**src/rtl/olo_intf_led_player_if.sv**
```systemverilog
// Valid/ready word stream feeding the LED player.
// Signal names follow the player's In_* port set.
interface olo_intf_led_player_if #(
  parameter int Width_g = 4
);
  logic [Width_g-1:0] In_Data;
  logic               In_Valid;
  logic               In_Ready;

  modport master (
    output In_Data,
    output In_Valid,
    input  In_Ready
  );

  modport slave (
    input  In_Data,
    input  In_Valid,
    output In_Ready
  );
endinterface

```
**src/rtl/olo_intf_led_player.sv**
```systemverilog
// Timed stream-to-LED player: shows each accepted word for a fixed
// on-time, blanks the LEDs for a gap time, then takes the next word.
module olo_intf_led_player #(
  parameter real ClkFrequency_g = 125.0e6,
  parameter real OnTime_g       = 0.5,
  parameter real GapTime_g      = 0.1,
  parameter int  Width_g        = 4
) (
  input  logic                 Clk,
  input  logic                 Rst,
  olo_intf_led_player_if.slave in_bus,
  input  logic                 Enable,
  output logic [Width_g-1:0]   Led,
  output logic                 Busy
);

  // Small tolerance keeps exact products like 3.0000000001 from rounding up
  localparam real OnRealC  = ClkFrequency_g * OnTime_g;
  localparam real GapRealC = ClkFrequency_g * GapTime_g;
  localparam int  OnRawC   = int'($ceil(OnRealC - 1.0e-6));
  localparam int  GapRawC  = int'($ceil(GapRealC - 1.0e-6));
  localparam int  OnCyclesC  = (OnRawC < 1) ? 1 : OnRawC;
  localparam int  GapCyclesC = (GapRawC < 0) ? 0 : GapRawC;

  localparam int  MaxC  = (OnCyclesC > GapCyclesC) ? OnCyclesC : GapCyclesC;
  localparam int  CntWC = $clog2((MaxC > 2) ? MaxC : 2);

  localparam logic [CntWC-1:0] OnLoadC  = CntWC'(OnCyclesC - 1);
  localparam logic [CntWC-1:0] GapLoadC =
    (GapCyclesC > 0) ? CntWC'(GapCyclesC - 1) : '0;

  typedef enum logic [1:0] {
    Idle,
    Show,
    Gap
  } state_t;

  state_t             state_q, state_d;
  logic [CntWC-1:0]   cnt_q, cnt_d;
  logic [Width_g-1:0] led_q, led_d;
  logic               busy_q, busy_d;
  logic               ready;

  assign ready           = (state_q == Idle) && Enable && !Rst;
  assign in_bus.In_Ready = ready;
  assign Led             = led_q;
  assign Busy            = busy_q;

  always_comb begin
    state_d = state_q;
    cnt_d   = cnt_q;
    led_d   = led_q;
    busy_d  = busy_q;
    unique case (state_q)
      Idle: begin
        if (ready && in_bus.In_Valid) begin
          state_d = Show;
          led_d   = in_bus.In_Data;
          busy_d  = 1'b1;
          cnt_d   = OnLoadC;
        end
      end
      Show: begin
        if (cnt_q == '0) begin
          led_d = '0;
          if (GapCyclesC > 0) begin
            state_d = Gap;
            cnt_d   = GapLoadC;
          end else begin
            state_d = Idle;
            busy_d  = 1'b0;
          end
        end else begin
          cnt_d = cnt_q - 1'b1;
        end
      end
      Gap: begin
        if (cnt_q == '0) begin
          state_d = Idle;
          busy_d  = 1'b0;
        end else begin
          cnt_d = cnt_q - 1'b1;
        end
      end
      default: begin
        state_d = Idle;
        led_d   = '0;
        busy_d  = 1'b0;
        cnt_d   = '0;
      end
    endcase
  end

  always_ff @(posedge Clk) begin
    if (Rst) begin
      state_q <= Idle;
      cnt_q   <= '0;
      led_q   <= '0;
      busy_q  <= 1'b0;
    end else begin
      state_q <= state_d;
      cnt_q   <= cnt_d;
      led_q   <= led_d;
      busy_q  <= busy_d;
    end
  end

endmodule
```
**src/flat_wrapper.sv**
```systemverilog
// flat-port wrapper written by rule: the top's interface ports become plain ports
module olo_intf_led_player_flat 
#(
  parameter real ClkFrequency_g = 125.0e6,
  parameter real OnTime_g       = 0.5,
  parameter real GapTime_g      = 0.1,
  parameter int  Width_g        = 4
)
  (Clk, Rst, Enable, Led, Busy, in_bus_In_Data, in_bus_In_Valid, in_bus_In_Ready);
  olo_intf_led_player_if #(.Width_g(Width_g)) in_bus_i ();
  input  logic Clk;
  input  logic Rst;
  input  logic Enable;
  output logic [Width_g-1:0] Led;
  output logic Busy;
  input wire logic [$bits(in_bus_i.In_Data)-1:0] in_bus_In_Data;
  input wire logic [$bits(in_bus_i.In_Valid)-1:0] in_bus_In_Valid;
  output wire logic [$bits(in_bus_i.In_Ready)-1:0] in_bus_In_Ready;
  assign in_bus_i.In_Data = in_bus_In_Data;
  assign in_bus_i.In_Valid = in_bus_In_Valid;
  assign in_bus_In_Ready = in_bus_i.In_Ready;
  olo_intf_led_player #(.ClkFrequency_g(ClkFrequency_g), .OnTime_g(OnTime_g), .GapTime_g(GapTime_g), .Width_g(Width_g)) u_core (.Clk(Clk), .Rst(Rst), .in_bus(in_bus_i), .Enable(Enable), .Led(Led), .Busy(Busy));
endmodule
```
**config.mk**
```make
export PLATFORM = sky130hd
export DESIGN_NAME = olo_intf_led_player_flat
export DESIGN_NICKNAME = d
export VERILOG_FILES = /design/src/rtl/olo_intf_led_player_if.sv /design/src/rtl/olo_intf_led_player.sv /design/src/flat_wrapper.sv
export SDC_FILE = /design/constraint.sdc
export NUM_CORES = 1
export LEC_CHECK = 0
export CORE_UTILIZATION = 54
export CTS_CLUSTER_SIZE = 28
export DETAILED_ROUTE_END_ITERATION = 8
export HOLD_SLACK_MARGIN = 0.03
export PLACE_DENSITY = 0.82
export SLEW_MARGIN = 20
export SYNTH_ARGS = -nofsm -noshare
export SYNTH_HDL_FRONTEND = slang
export SYNTH_SLANG_ARGS = --single-unit
export TNS_END_PERCENT = 5
```
**constraint.sdc**
```tcl
create_clock -name Clk -period 4.6 [get_ports Clk]
set_input_delay 0.92 -clock Clk [delete_from_list [all_inputs] [get_ports Clk]]
set_output_delay 0.92 -clock Clk [all_outputs]
set_load 0.02 [all_outputs]
```
# ---- Word-level counts from Yosys, hierarchy flattened
# Cells that the tools add are included.
dict set report totals {
  ff_bits 33
  wordCells 37
  input_bits 8
  output_inout_bits 6
}
dict set report op_classes {
  reduce_logical 10
  n_mux 14
  bitwise 2
  eq_ne 6
  n_addsub 1
}
# cell n
set ops {}
lappend ops {{26-bit 2-to-1 mux} 3}
lappend ops {{26-bit case mux with 3 select lines} 1}
lappend ops {{26-bit logical NOT} 1}
lappend ops {{26-bit by 1-bit subtractor with 26-bit output (second input constant)} 1}
lappend ops {{4-bit case mux with 3 select lines} 1}
lappend ops {{3-bit AND reduction} 3}
lappend ops {{4-bit 2-to-1 mux} 2}
lappend ops {{2-bit 2-to-1 mux} 3}
lappend ops {{2-bit case mux with 3 select lines} 1}
lappend ops {{2-bit by 1-bit != test with 1-bit output (second input constant)} 2}
lappend ops {{2-bit != test (second input constant)} 2}
lappend ops {{1-bit logical AND} 3}
lappend ops {{1-bit case mux with 3 select lines} 1}
lappend ops {{2-bit by 1-bit == test with 1-bit output (second input constant)} 1}
lappend ops {{2-bit == test (second input constant)} 1}
lappend ops {{2-bit logical NOT} 1}
lappend ops {{1-bit 2-to-1 mux} 2}
lappend ops {{1-bit inverter} 2}
lappend ops {{2-bit AND reduction} 1}
lappend ops {{1-bit logical NOT} 1}

# ---- Longest topological paths before layout
# Gate-level depths: netlist of run 1.
dict set report depth {
  ltp_word 6
  depth_mapped 8
  ltp_nobuf 7
}

# ---- Worst setup path before layout of run 1
# OpenSTA, ideal clock, no wires.
dict set report synth_path {
  kind {input to output}
  start {input port Rst}
  end {output port in_bus_In_Ready}
  stages 4
  path_slack_ps 1899
  t_required_ps 3680
  arrival_ps 1781
  path_buffers 2
  cell_sequence {clkbuf_1 -> clkbuf_1 -> inv_1 -> and3_1}
}
dict set report synth_between {
  elab_chain_len 2
}
# item line
set synth_lines {}
lappend synth_lines {{start: declaration} flat_wrapper.sv:12} ;# input logic Rst;
lappend synth_lines {{1-bit logical NOT} olo_intf_led_player.sv:44} ;# assign ready = (state_q == Idle) && Enable && !Rst;
lappend synth_lines {{1-bit logical AND} olo_intf_led_player.sv:44}
lappend synth_lines {{end: declaration} flat_wrapper.sv:18} ;# output wire logic [$bits(in_bus_i.In_Ready)-1:0] in_bus_In_Ready;
# Every way passes these cells.

# ---- Worst setup path after layout of run 1
# Same ends and word-level chain as after synthesis.

==> results of run 1 <==
per-layer routing:
layer	global-route usage	vias to the layer above	routed length, um
met4	0.155	0	209
met2	0.485	150	2890
met3	0.0816	23	678
li1	-	1114	-
met5	0	-	0
met1	0.446	1111	2710
worst max-delay path by stage:
stage / start / endpoint / slack, ns / depth (start not counted)
after global routing: Rst / in_bus_In_Ready / 1.21 / 5
after detailed placement: Rst / in_bus_In_Ready / 1.28 / 5
final: Rst / in_bus_In_Ready / 1.27 / 5
after CTS: Rst / in_bus_In_Ready / 1.28 / 5
after global placement: Rst / in_bus_In_Ready / 1.30 / 5
after floorplan: Rst / in_bus_In_Ready / 1.90 / 4
power groups by stage:
stage / clock (uW) / sequential [uW] / combinational [uW]
floorplan: 0 / 361 / 247
global placement: 0 / 378 / 297
detailed placement: 0 / 380 / 301
CTS: 248 / 373 / 304
global route: 264 / 382 / 337
finish: 247 / 375 / 315
cell type report:
| type | count | share of cell area |
|---|---|---|
| Tap cell | 48 | 0.0249 |
| Timing Repair Buffer | 17 | 0.0665 |
| Inverter | 9 | 0.0140 |
| Clock inverter | 1 | 0.00208 |
| Clock buffer | 7 | 0.0400 |
| Multi-Input combinational cell | 217 | 0.578 |
| Sequential cell | 33 | 0.274 |
synthesized netlist by cell type, drive strengths merged, types with 2 or more instances:
cell type,n
a211o,3
a211oi,2
a21boi,2
a21oi,21
a221oi,6
a22o,4
a22oi,4
a31o,2
a31oi,9
a32oi,2
and2,2
and3,3
buf,4
clkbuf,16
dfxtp,33
ha,2
inv,9
nand2,19
nand3,11
nand4,9
nor2,15
nor2b,2
nor3,17
nor3b,2
nor4,8
nor4b,2
o2111ai,3
o211ai,5
o21a,2
o21ai,14
o22ai,4
o31ai,2
o32ai,3
o41ai,2
or3,7
or4,10
sequential cells by signal, indices dropped and copies added, names as in the netlist:
| name | flops |
|---|---|
| u_core.Led | 4 |
| u_core.state_q | 2 |
| u_core.Busy | 1 |
| u_core.cnt_q | 26 |
kinds of logic after synthesis:
group | Yosys count
buffers and inverters | 29
adders and majority gates | 2
and+or+nand+nor | 112
xor gates and xnor gates | 2
AOI/OAI and AO/OA | 101
DFF | 33
stage by stage:
step | hold WS (ns) | cells | area [um^2]
global placement | 0.457 | 324 | 2310
floorplan | 0.464 | 279 | 2180
CTS | 0.483 | 332 | 2410
global route | 0.506 | 332 | 2410
detailed placement | 0.458 | 324 | 2310
finish | 0.487 | 332 | 2410
==> qor.txt, run 1 <==
Synth Instances -> 279
Dpl hpwl -> 4370 um
FILL cells -> 326
Sequential-to-total area share from yosys stat -> 0.302
PostCTS Resize Cnt -> 0
Synth cell types -> 62
Postcts setup bufs -> 0
Area Growth Syn to Fin -> 10.3%
Critical path class -> in2out
Avg Cell Area, Syn -> 7.83 um^2
Sw Ratio -> 0.384
Full die area -> 4300 um^2
IO buf count -> 13
DRT antenna net count -> 0
Synth Area in XOR/XNOR -> 0.00802
First-pass GRT wire length -> 10600 um
Num rows -> 22
Setup WS pre-CTS -> 1.28 ns
Initial antenna violation count -> 0
Chip height -> 65.6 um
Pre-antenna DRT Iters -> 5
Most frequent cells in the layout -> dfxtp_1 (33), a21oi_1 (21), nand2_1 (18)
Hold worst-path end -> u_core.Led[3]$_SDFFE_PP0P_
CP Cell Sequence -> clkdlybuf4s50_1, buf_4, inv_1, and3_1, clkdlybuf4s50_1
Final WS setup -> 1.27 ns
Post-route clock period utilization -> 0.723
Reg power frac -> 0.400
Post-synth top area share -> 0.302
Hold Fails Final Rpt -> 0
Worst Hold Launch -> u_core.Led[3]$_SDFFE_PP0P_
CTS H-tree depth -> 2
Core Region -> 3770 um^2
Cell type with the largest total area after synthesis -> dfxtp_1
Via Count -> 2398
Gate power share -> 0.336
Initial Util -> 0.579
Fmax -> 301 MHz
Power Dens Cells -> 389 nW/um^2
Num ports -> 14
Asr flop ratio synth -> 0
CP Launch Type -> primary input
CTS sink cnt -> 33
Tightest Hold Check Type -> reg2reg
Pins Over Slew Limit -> 0
Clock share of power -> 0.264
Storage cell area -> 661 um^2
Clock skew -> 0.00585 ns
Most frequent CP cell -> clkdlybuf4s50_1
Maximum root-to-sink buffer count -> 2
Largest net degree at the start of global routing -> 26
Slew margin rel. -> 0.308
Flop2flop setup slack -> 1.72 ns
Clk slew on worst S/H paths -> 0.06 ns
Syn_nets -> 289
Final core occ -> 0.639
Worst slew pin tran -> 1.03 ns
Hold_buf cts -> 0
RR Startpoint -> u_core.cnt_q[17]$_SDFFE_PP0P_
RSZ-0062 raised after global routing -> false
Gr usage total -> 0.329
Reg-to-Reg End -> u_core.cnt_q[11]$_SDFFE_PP0P_
Via density per instance -> 7.22
Post-synth EDFFs -> 0
GRT overflow -> 0
Post-route minimum period -> 3.33 ns
Psw -> 359 uW
WHS Path Cells -> 1
R2R cell count -> 5
Primary FF master, synth -> dfxtp_1
Worst vdd ir -> 0.222 mV
Layout cells sized above 1 -> 0.0739
Initial drt markers -> 475
Buf/Inv on CP -> 4
Setup_tns -> 0 ns
FF+latch count, synth -> 33
Compound-Gate Fraction of Synth Area -> 0.326
WP data required -> 3.68 ns
Clk Latency, worst-skew pair -> 0.30 ns
Nets -> 293
Total power -> 937 uW
WL final -> 6480 um
Post-synthesis simple-gate area fraction -> 0.292
Crit-path max FO -> 18
CP max stage cell -> clkdlybuf4s50_1
Synth Cell Area -> 2180 um^2
Combinational family with the most area after synthesis -> compound AO/OA/AOI/OAI gates
CP arrival -> 2.41 ns
Remaining DRCs -> 0
Largest cells by area after synthesis -> dfxtp_1 (30%), a21oi_1 (4.8%), nor3_1 (3.9%)
Internal cell power -> 578 uW
Post-DR wirelength/cell -> 19.5 um
Vias in the first global route -> 2128
Adder-cell share of the synthesized area -> 0.0115
Area of the multi-input gates -> 1390 um^2
Placer Congestion -> 0.951
CTS tree -> yes
Final setup viols -> 0
Ant. Diodes -> 0
Static Leak -> 0.000827 uW
Crit path largest cell delay -> 0.53 ns
Max Cap Violations -> 0
Top delay family on crit path -> buffers and inverters
Endpoint type of the worst setup path -> output pin
Multiplexer area fraction after synthesis -> 0
Status -> completed
Most common cell after layout, fill and taps aside -> dfxtp_1
Number of CTS-inserted buffers -> 5
Syn. warnings -> 0
Die width -> 65.6 um
Root Buffer -> clkbuf_8
(Power assumes the default switching activity.)
==> run 2, diff against run 1 <==
--- a/config.mk
+++ b/config.mk
@@ -5,11 +5,11 @@
 export SDC_FILE = /design/constraint.sdc
 export NUM_CORES = 1
 export LEC_CHECK = 0
-export CORE_UTILIZATION = 54
+export CORE_UTILIZATION = 53
 export CTS_CLUSTER_SIZE = 28
 export DETAILED_ROUTE_END_ITERATION = 8
 export HOLD_SLACK_MARGIN = 0.03
-export PLACE_DENSITY = 0.82
+export PLACE_DENSITY = 0.83
 export SLEW_MARGIN = 20
 export SYNTH_ARGS = -nofsm -noshare
 export SYNTH_HDL_FRONTEND = slang
==> constraint.sdc (replaced) <==
create_clock -name Clk -period 3 [get_ports Clk]
set_input_delay 0.6 -clock Clk [delete_from_list [all_inputs] [get_ports Clk]]
set_output_delay 0.6 -clock Clk [all_outputs]
set_load 0.02 [all_outputs]
==> qor.txt, run 2 (same netlist as run 1, synthesis figures left out) <==
Status -> completed (unchanged)
Power Dens Cells -> 574 nW/um^2 (was 389 nW/um^2)
Num rows -> 22 (unchanged)
Ant. Diodes -> 0 (unchanged)
Most common cell after layout, fill and taps aside -> dfxtp_1 (unchanged)
Pre-antenna DRT Iters -> 5 (unchanged)
Fmax -> 377 MHz
Setup_tns -> 0 ns (unchanged)
Post-route clock period utilization -> 0.884
Crit-path max FO -> 6 (was 18)
Reg power frac -> 0.405 (was 0.400)
Chip height -> 66.2 um (was 65.6 um)
Max reg flops -> 26 (unchanged)
DRT antenna net count -> 0 (unchanged)
Minimum hold slack -> 0.480 ns (was 0.487 ns)
CTS sink cnt -> 33 (unchanged)
Worst vdd ir -> 0.332 mV (was 0.222 mV)
Most frequent cells in the layout -> dfxtp_1 (33), a21oi_1 (21), nand2_1 (18) (unchanged)
Endpoint type of the worst setup path -> output pin (unchanged)
Crit path largest cell delay -> 0.61 ns (was 0.53 ns)
First-pass GRT wire length -> 10800 um (was 10600 um)
Hold_buf cts -> 0 (unchanged)
Area Growth Syn to Fin -> 13.9% (was 10.3%)
Total power -> 1430 uW (was 937 uW)
GRT overflow -> 0 (unchanged)
WP data required -> 2.40 ns (was 3.68 ns)
Flop2flop setup slack -> 0.51 ns (was 1.72 ns)
Final core occ -> 0.655 (was 0.639)
Clock skew -> 0.0102 ns (was 0.00585 ns)
Full die area -> 4380 um^2 (was 4300 um^2)
Number of CTS-inserted buffers -> 5 (unchanged)
Slew margin rel. -> 0.542 (was 0.308)
Clk slew on worst S/H paths -> 0.07 ns (was 0.06 ns)
Layout cells sized above 1 -> 0.111 (was 0.0739)
Tightest Hold Check Type -> reg2reg (unchanged)
Die width -> 66.2 um (was 65.6 um)
Critical path class -> in2out (unchanged)
Most frequent CP cell -> clkdlybuf4s50_1 (unchanged)
Final setup viols -> 0 (unchanged)
Internal cell power -> 870 uW (was 578 uW)
Gate power share -> 0.363 (was 0.336)
CP arrival -> 2.05 ns (was 2.41 ns)
Via density per instance -> 7.19 (was 7.22)
M1 WL -> 2800 um (was 2710 um)
Num ports -> 14 (unchanged)
CP Launch Type -> primary input (unchanged)
Initial antenna violation count -> 0 (unchanged)
Max layer used -> met4 (unchanged)
Initial drt markers -> 434 (was 475)
WL final -> 6680 um (was 6480 um)
Root Buffer -> clkbuf_8 (unchanged)
Clock share of power -> 0.232 (was 0.264)
Largest net degree at the start of global routing -> 25 (was 26)
Placer Congestion -> 0.974 (was 0.951)
Top reg by flops -> u_core.cnt_q (unchanged)
Post-DR wirelength/cell -> 19.4 um (was 19.5 um)
Clk Latency, worst-skew pair -> 0.29 ns (was 0.30 ns)
Via Count -> 2479 (was 2398)
Vias in the first global route -> 2216 (was 2128)
Top delay family on crit path -> buffers and inverters (unchanged)
IO buf count -> 13 (unchanged)
PostCTS Resize Cnt -> 0 (unchanged)
Postcts setup bufs -> 0 (unchanged)
CP Cell Sequence -> clkdlybuf4s50_1, inv_1, and3_1, clkdlybuf4s50_1 (was clkdlybuf4s50_1, buf_4, inv_1, and3_1, clkdlybuf4s50_1)
CTS H-tree depth -> 2 (unchanged)
Psw -> 558 uW (was 359 uW)
CP max stage cell -> clkdlybuf4s50_1 (unchanged)
RSZ-0062 raised after global routing -> false (unchanged)
Gr usage total -> 0.328 (was 0.329)
Sw Ratio -> 0.391 (was 0.384)
Post-route minimum period -> 2.65 ns
Buf/Inv on CP -> 3 (was 4)
Hold Fails Final Rpt -> 0 (unchanged)
Core Region -> 3800 um^2 (was 3770 um^2)
Worst slew pin tran -> 0.684 ns (was 1.03 ns)
CTS tree -> yes (unchanged)
Maximum root-to-sink buffer count -> 2 (unchanged)
Initial Util -> 0.575 (was 0.579)
Pins Over Slew Limit -> 0 (unchanged)
Metal3 WL -> 762 um (was 678 um)
Dpl hpwl -> 4680 um (was 4370 um)
FILL cells -> 337 (was 326)
Nets -> 306 (was 293)
Remaining DRCs -> 0 (unchanged)
Met2 WL post-DR -> 2900 um (was 2890 um)
Static Leak -> 0.000878 uW (was 0.000827 uW)
Max Cap Violations -> 0 (unchanged)
run 2: cell types whose count changed in the layout (fill, tap and decap cells not counted), sizes merged:
| cell | before | now |
|---|---|---|
| buf | 4 | 17 |
| clkbuf | 7 | 6 |
| clkinv | 1 | 2 |
run 2: power groups by stage:
stage | registers, uW | clock network [uW] | logic (uW)
after floorplan | 553 | 0 | 379
after global placement | 581 | 0 | 495
after detailed placement | 584 | 0 | 500
after CTS | 574 | 336 | 503
after global routing | 587 | 359 | 561
final | 578 | 332 | 518
run 2: worst reg2reg max path, delay by kind of cell, from the launching register on:
kind / cells / cell delay [ns]
AOI/OAI and AO/OA: 1 / 0.12
and+or+nand+nor: 4 / 1.84
DFF: 1 / 0.40
run 2: area by class of cell:
cell class              count  area (um^2)  share of cell area
flip-flops and latches     33          661               0.266
multi-input cells         217         1390               0.560
well taps                  48         60.1              0.0241
repair buffers             30          258               0.104
clock inverters             2         10.0             0.00402
clock buffers               6         72.6              0.0292
inverters                   9         33.8              0.0136
run 2: path summary, 6_finish.rpt:
check,startpoint,endpoint,cells after the start
worst min register to register,u_core.Led[2]$_SDFFE_PP0P_,u_core.Led[2]$_SDFFE_PP0P_,1
worst max-delay path,Rst,in_bus_In_Ready,4
worst max register to register,u_core.cnt_q[8]$_SDFFE_PP0P_,u_core.cnt_q[15]$_SDFFE_PP0P_,5
worst min-delay path,u_core.Led[2]$_SDFFE_PP0P_,u_core.Led[2]$_SDFFE_PP0P_,1
run 2: per-layer routing:
layer  vias up  GRT usage
met2       182      0.473
met5         -          0
met3        33     0.0914
met4         0      0.154
li1       1149          -
met1      1115      0.444
run 2: stage by stage:
| stage | cell area (um^2) | setup slack (ns) | cells |
|---|---|---|---|
| after floorplan | 2180 | 0.628 | 279 |
| after global placement | 2400 | 0.414 | 337 |
| after detailed placement | 2400 | 0.346 | 337 |
| after CTS | 2490 | 0.349 | 345 |
| after global routing | 2490 | 0.337 | 345 |
| final | 2490 | 0.347 | 345 |
==> run 3, diff against run 2 <==
--- a/config.mk
+++ b/config.mk
@@ -5,11 +5,11 @@
 export SDC_FILE = /design/constraint.sdc
 export NUM_CORES = 1
 export LEC_CHECK = 0
-export CORE_UTILIZATION = 53
+export CORE_UTILIZATION = 51
 export CTS_CLUSTER_SIZE = 28
 export DETAILED_ROUTE_END_ITERATION = 8
 export HOLD_SLACK_MARGIN = 0.03
-export PLACE_DENSITY = 0.83
+export PLACE_DENSITY = 0.81
 export SLEW_MARGIN = 20
 export SYNTH_ARGS = -nofsm -noshare
 export SYNTH_HDL_FRONTEND = slang
==> qor.txt, run 3 (same netlist as run 1, synthesis figures left out) <==
Ant. Diodes -> 0 (unchanged)
FILL cells -> 355 (was 337)
Crit-path max FO -> 11 (was 6)
Endpoint type of the worst setup path -> register (was output pin)
RSZ-0062 raised after global routing -> false (unchanged)
Tightest Hold Check Type -> reg2reg (unchanged)
Sw Ratio -> 0.390 (was 0.391)
Pins Over Slew Limit -> 0 (unchanged)
WL final -> 6660 um (was 6680 um)
Final WS setup -> 0.330 ns (was 0.347 ns)
Post-DR wirelength/cell -> 19.2 um (was 19.4 um)
Postcts setup bufs -> 0 (unchanged)
Met2 Resource Use GR -> 0.504 (was 0.473)
Hold Fails Final Rpt -> 0 (unchanged)
DRT antenna net count -> 0 (unchanged)
Most frequent cells in the layout -> dfxtp_1 (33), a21oi_1 (21), nand2_1 (18) (unchanged)
Layout cells sized above 1 -> 0.108 (was 0.111)
Static Leak -> 0.000873 uW (was 0.000878 uW)
Top Usage Layer GRT -> met2 (unchanged)
Status -> completed (unchanged)
Worst slew pin tran -> 0.681 ns (was 0.684 ns)
Gr usage total -> 0.318 (was 0.328)
Clock skew -> 0.0115 ns (was 0.0102 ns)
Full die area -> 4550 um^2 (was 4380 um^2)
Setup WS pre-CTS -> 0.355 ns (was 0.346 ns)
Final setup viols -> 0 (unchanged)
Dpl hpwl -> 4570 um (was 4680 um)
Via density per instance -> 7.05 (was 7.19)
Initial drt markers -> 428 (was 434)
Final core occ -> 0.612 (was 0.655)
CP Launch Type -> register (was primary input)
Area Growth Syn to Fin -> 13.6% (was 13.9%)
First-pass GRT wire length -> 10600 um (was 10800 um)
Grt met3 use -> 0.0878 (was 0.0914)
IO buf count -> 13 (unchanged)
Num ports -> 14 (unchanged)
Post-route clock period utilization -> 0.890 (was 0.884)
Reg power frac -> 0.408 (was 0.405)
Most common cell after layout, fill and taps aside -> dfxtp_1 (unchanged)
Clk slew on worst S/H paths -> 0.07 ns (about the same)
Maximum root-to-sink buffer count -> 2 (unchanged)
Die width -> 67.5 um (was 66.2 um)
Root Buffer -> clkbuf_8 (unchanged)
CTS tree -> yes (unchanged)
Critical path class -> reg2reg (was in2out)
Clock share of power -> 0.231 (was 0.232)
Slew margin rel. -> 0.543 (was 0.542)
Max Cap Violations -> 0 (unchanged)
Num rows -> 23 (was 22)
Clk Latency, worst-skew pair -> 0.29 ns (about the same)
WP data required -> 3.16 ns (was 2.40 ns)
Placer Congestion -> 0.946 (was 0.974)
Worst vdd ir -> 0.325 mV (was 0.332 mV)
Core Region -> 4060 um^2 (was 3800 um^2)
Fmax -> 375 MHz (was 377 MHz)
Power Dens Cells -> 570 nW/um^2 (was 574 nW/um^2)
CTS sink cnt -> 33 (unchanged)
PostCTS Resize Cnt -> 0 (unchanged)
Internal cell power -> 862 uW (was 870 uW)
Initial Util -> 0.538 (was 0.575)
Initial antenna violation count -> 0 (unchanged)
CP arrival -> 2.83 ns (was 2.05 ns)
Largest net degree at the start of global routing -> 25 (unchanged)
Remaining DRCs -> 0 (unchanged)
Vias in the first global route -> 2156 (was 2216)
Hold_buf cts -> 0 (unchanged)
Number of CTS-inserted buffers -> 5 (unchanged)
Max reg flops -> 26 (unchanged)
CTS H-tree depth -> 2 (unchanged)
GRT overflow -> 0 (unchanged)
Met1 Usage GRT -> 0.404 (was 0.444)
Gate power share -> 0.360 (was 0.363)
Psw -> 552 uW (was 558 uW)
Post-route minimum period -> 2.67 ns (was 2.65 ns)
Top reg by flops -> u_core.cnt_q (unchanged)
Setup_tns -> 0 ns (unchanged)
WHS Path Cells -> 1 (unchanged)
Pre-antenna DRT Iters -> 7 (was 5)
Chip height -> 67.5 um (was 66.2 um)
R2R cell count -> 5 (unchanged)
Nets -> 305 (was 306)
Via Count -> 2438 (was 2479)
## run 3: changes by cell type in the layout (fill, tap and decap cells not counted)
cell and change:
buf_4 -1
## run 3: power groups by stage
| stage | registers [uW] | logic, uW | clock network [uW] |
|---|---|---|---|
| finish | 578 | 509 | 327 |
| global route | 587 | 547 | 351 |
| CTS | 573 | 496 | 335 |
| detailed placement | 583 | 493 | 0 |
| global placement | 581 | 484 | 0 |
| floorplan | 553 | 379 | 0 |
## run 3: final timing paths
check	startpoint	slack (ns)	end
worst max-delay path	u_core.cnt_q[8]$_SDFFE_PP0P_	0.33	u_core.cnt_q[3]$_SDFFE_PP0P_
worst min-delay path	u_core.Led[2]$_SDFFE_PP0P_	0.48	u_core.Led[2]$_SDFFE_PP0P_
worst max register to register	u_core.cnt_q[8]$_SDFFE_PP0P_	0.33	u_core.cnt_q[3]$_SDFFE_PP0P_
worst min register to register	u_core.Led[2]$_SDFFE_PP0P_	0.48	u_core.Led[2]$_SDFFE_PP0P_
## run 3: layer usage
| layer | routed length [um] | share of wire |
|---|---|---|
| met1 | 2830 | 0.43 |
| met4 | 136 | 0.020 |
| met3 | 703 | 0.11 |
| met5 | 0 | 0 |
| met2 | 2980 | 0.45 |
## run 3: critical path, cell delays in order, from the launching register on
cell and delay, ns:
dfxtp_1 0.41, or4_4 0.62, or3_1 0.52, or3_1 0.58, nand2_2 0.27, o21ai_0 0.14
## run 3: metrics by stage
step	cells	hold slack (ns)	power, uW	area, um^2
global placement	338	0.460	1060	2400
global route	346	0.501	1490	2480
detailed placement	338	0.461	1080	2400
floorplan	279	0.464	932	2180
CTS	346	0.482	1400	2480
finish	346	0.484	1410	2480
## run 3: cell type report
cell class	count	area, um^2	share of cell area
Tap cell	50	62.6	0.0252
Clock buffer	6	72.6	0.0292
Timing Repair Buffer	29	250	0.101
Multi-Input combinational cell	217	1390	0.561
Clock inverter	2	10.0	0.00403
Inverter	9	33.8	0.0136
Sequential cell	33	661	0.266
==> RTL change 1: new RTL, settings of run 3 <==
Reset style: asynchronous (`Rst`), changed in one clocked block.
--- a/src/rtl/olo_intf_led_player.sv
+++ b/src/rtl/olo_intf_led_player.sv
@@ -91,7 +91,7 @@
     endcase
   end
 
-  always_ff @(posedge Clk) begin
+  always_ff @(posedge Clk or posedge Rst) begin
     if (Rst) begin
       state_q <= Idle;
       cnt_q   <= '0;
Check against the original RTL: differs if Rst is asserted again (counterexample within 4 cycles, from zero or initial values and one cycle with Rst high); with Rst held inactive, the same outputs for 10 cycles.
==> RTL change 1 against run 3 <==
  * First-iteration DRC count shrank 47%
  * Critical endpoint is now in_bus_In_Ready
  * Design area grew 1.8%
  * Sequential cell count is the same
  * Non-clock buffer count shrank 2
  * Wire length shrank 5.6%
  * Area after synthesis grew 1.8%
  * Highest routed layer unchanged
  * Worst setup slack lost 0.029 ns
Power is not compared: it rests on default switching activity, and its combinational part moved more than twofold at a synthesized area within 25%.
==> RTL change 1: results (changes against run 3) <==
GRT
  – Met2 GRT Util: 44.1% (-6.3 points)
  – Vias in the first global route: 2106 (-2.3%)
  – Met3 Use GR: 6.67% (-2.1 points)
  – Met1 Use GR: 38.1% (-2.2 points)
  – Pin count of the biggest net entering global routing: 34 (+36%)

Critical path
  – CP arrival: 2.10 ns (-0.73 ns)
  – Critical Path Max Stage Delay: 0.69 ns (+0.07 ns)
  – Setup crit end: in_bus_In_Ready
  – FF-to-FF setup slack: 0.40 ns (+0.07 ns)
  – R2R Path End: u_core.Led[3]
  – Slowest CP cell: clkdlybuf4s50_1
  – Worst setup startpoint: Rst
  – Reg2reg start: u_core.cnt_q[4]
  – Crit path max fanout: 3 (-8)
  – Worst r2r path cells: 6 (+1)

STA
  – Setup Skew: 0.0116 ns (+0.0000745 ns)
  – Fin Hold WS: 0.479 ns (-0.00521 ns)
  – Final worst slack: 0.301 ns (-0.0289 ns)

Route
  – Metal2 WL: 2.79 mm (-6.4%)
  – Routed length on met1: 2.78 mm (-1.8%)
  – Post-Route WL: 6.29 mm (-5.6%)
  – Via count: 2257 (-7.4%)
  – Iteration-0 DRC count of the detailed router: 227 (-47%)

Synth
  – Top_reg_cell synth: dfrtp_1
  – Cell variety after synth: 51 (-18%)
  – Commonest cells post-synth: dfrtp_1, nor2_1, nand2_1
  – Net count after synthesis: 270 (-6.6%)

Finish
  – Final Cell Area: 2530 µm² (+1.8%)
  – Fraction of layout cells with a size suffix above 1: 12.9% (+2.0 points)
  – Nets: 289 (-5.2%)

Placed design
  – Area of placed instances: 2440 µm² (+1.9%)
  – Pre-CTS worst setup slack: 0.265 ns (-0.0903 ns)
  – Hpwl dp: 4.20 mm (-8.2%)

Worst hold path
  – Worst Hold Path Cells: 2 (+1)

Status
  – Status: complete, no violations
[RTL change 1: cell types whose count changed after synthesis, moves of 6 or more]
cell      before  now
a21oi_1       21   15
clkbuf_1      16    5
dfrtp_1        0   33
dfxtp_1       33    0
nand4_1        9    2
nor2_1        15   24
[RTL change 1: kinds of logic after synthesis]
logic type                 share of synthesized area [%]
xor gates and xnor gates                           0.788
buffers and inverters                               4.45
AOI/OAI and AO/OA                                   28.3
and+or+nand+nor                                     27.7
DFF                                                 37.1
adders and majority gates                           1.58
[RTL change 1: worst max-delay path, delay by kind of cell]
family | cells | cell delay (ns)
AND/OR/NAND/NOR | 1 | 0.39
buffers and inverters | 2 | 1.11
[RTL change 1: cell type report]
| type | count | share of cell area, % |
|---|---|---|
| sequential | 33 | 32.7 |
| inverter | 6 | 0.891 |
| multi-input combinational | 206 | 51.4 |
| timing repair buffer | 27 | 9.31 |
| tap | 50 | 2.48 |
| clock buffer | 6 | 2.87 |
| clock inverter | 2 | 0.396 |
==> RTL change 2: new RTL, settings of run 3 <==
Without the edit above. `Width_g` is set to 4 in 3 places; all go to 6.
--- a/src/rtl/olo_intf_led_player_if.sv
+++ b/src/rtl/olo_intf_led_player_if.sv
@@ -1,7 +1,7 @@
 // Valid/ready word stream feeding the LED player.
 // Signal names follow the player's In_* port set.
 interface olo_intf_led_player_if #(
-  parameter int Width_g = 4
+  parameter int Width_g = 6
 );
   logic [Width_g-1:0] In_Data;
   logic               In_Valid;
--- a/src/rtl/olo_intf_led_player.sv
+++ b/src/rtl/olo_intf_led_player.sv
@@ -4,7 +4,7 @@
   parameter real ClkFrequency_g = 125.0e6,
   parameter real OnTime_g       = 0.5,
   parameter real GapTime_g      = 0.1,
-  parameter int  Width_g        = 4
+  parameter int  Width_g        = 6
 ) (
   input  logic                 Clk,
   input  logic                 Rst,
--- a/src/flat_wrapper.sv
+++ b/src/flat_wrapper.sv
@@ -4,7 +4,7 @@
   parameter real ClkFrequency_g = 125.0e6,
   parameter real OnTime_g       = 0.5,
   parameter real GapTime_g      = 0.1,
-  parameter int  Width_g        = 4
+  parameter int  Width_g        = 6
 )
   (Clk, Rst, Enable, Led, Busy, in_bus_In_Data, in_bus_In_Valid, in_bus_In_Ready);
   olo_intf_led_player_if #(.Width_g(Width_g)) in_bus_i ();
Ports: changed (resized Led and in_bus_In_Data); port bits go from 14 to 18. No check against the original RTL was run, so the function may have changed too.
==> RTL change 2 against run 3 <==
  * Design area is 0.50% higher
  * Wire length is 5.5% lower
  * Combinational power is 20% higher
  * First-iteration DRC count is 22% lower
  * Synthesized cell count is 2.9% lower
  * Critical path depth is 2 lower
  * Non-clock buffer count is 6 lower
  * Area after synthesis is 0.11% lower
  * Sequential cell count is 2 higher
  * Worst setup slack worse by 0.076 ns
  * Global-route usage is 1.1 points lower
  * Total power is 17% higher
  * Critical endpoint is now in_bus_In_Ready
  * Largest cell class unchanged
==> RTL change 2: results (changes against run 3) <==
Route
  – Post-DR vias/cell: 6.76 (-4.1%)
  – Routed wl met3: 761 µm (+8.3%)
  – Routed length on met1: 2.58 mm (-9.0%)
  – Metal2 WL: 2.82 mm (-5.5%)
  – First-pass DRT Iterations: 5 (-2)
  – Iteration-0 DRC count of the detailed router: 333 (-22%)

Power and ir drop
  – Worst vdd ir: 0.000375 V (+16%)
  – Sequential power share: 36.0% (-4.8 points)
  – Cell area power density: 664 nW/µm² (+17%)
  – Comb power: 0.611 mW (+20%)
  – Net switching power: 0.637 mW (+15%)

STA
  – Setup Skew: 0.00551 ns (-0.00599 ns)
  – FMAX: 364 MHz (-2.8%)
  – Worst-margin pin slew: 0.714 ns (+0.0329 ns)
  – Fin Hold WS: 0.499 ns (+0.0153 ns)

Placed design
  – Placed Cells: 329 (-2.7%)
  – Area of placed instances: 2380 µm² (-0.94%)
  – Port Buffers: 17 (+4)
  – Hpwl dp: 4.28 mm (-6.4%)
  – Pre-CTS worst setup slack: 0.246 ns (-0.110 ns)
  – Gpl congestion: 0.927 (-2.0%)

Synth
  – Mean Syn Cell Area: 8.05 µm² (+2.8%)
  – Commonest cells post-synth: nor2_1, dfxtp_1, a21oi_1
  – Net count after synthesis: 283 (-2.1%)
  – Top cells by area, synth: dfxtp_1, nor2_1, a21oi_1, o21ai_0, nand2_1
  – Synth Area in Adders: 2.06% (+0.92 points)
  – Synth Area in Compound Gates: 28.8% (-3.8 points)
  – Area share of xor/xnor cells in the synthesized design: 3.61% (+2.8 points)
  – Register area share after synthesis: 32.1% (+1.9 points)

Critical path
  – Critical Path Max Stage Delay: 0.69 ns (+0.07 ns)
  – Slowest CP cell: clkdlybuf4s50_1
  – Worst setup startpoint: Rst
  – R2R Path End: u_core.cnt_q[22]
  – FF-to-FF setup slack: 0.35 ns (+0.02 ns)
  – Reg2reg start: u_core.cnt_q[12]
  – Worst r2r path cells: 6 (+1)
  – Crit path max fanout: 3 (-8)
  – Cell family with most CP delay: buffers and inverters

GRT
  – Met3 Use GR: 6.93% (-1.9 points)
  – First-pass GRT wire length: 10.2 mm (-3.9%)
  – Pin count of the biggest net entering global routing: 26 (+4.0%)
  – Met2 GRT Util: 44.0% (-6.4 points)
  – Met1 Use GR: 42.8% (+2.5 points)
  – Vias in the first global route: 2119 (-1.7%)

Status
  – Status: complete, no violations

Finish
  – Nets: 298 (-2.3%)
-- RTL change 2: area by class of cell --
| class | count | area (µm²) | area share [%] |
|---|---|---|---|
| flip-flops and latches | 35 | 701 | 28.1 |
| clock inverters | 2 | 35.0 | 1.40 |
| multi-input cells | 213 | 1370 | 54.9 |
| clock buffers | 6 | 82.6 | 3.31 |
| repair buffers | 23 | 215 | 8.63 |
| inverters | 8 | 30.0 | 1.20 |
| well taps | 50 | 62.6 | 2.51 |
-- RTL change 2: worst min path at each step --
stage | start | end | depth (start not counted)
finish | u_core.Busy | u_core.Busy | 1
global route | u_core.Busy | u_core.Busy | 1
global placement | u_core.cnt_q[14] | u_core.cnt_q[14] | 2
CTS | u_core.cnt_q[14] | u_core.cnt_q[14] | 2
detailed placement | u_core.cnt_q[14] | u_core.cnt_q[14] | 2
floorplan | u_core.cnt_q[14] | u_core.cnt_q[14] | 2
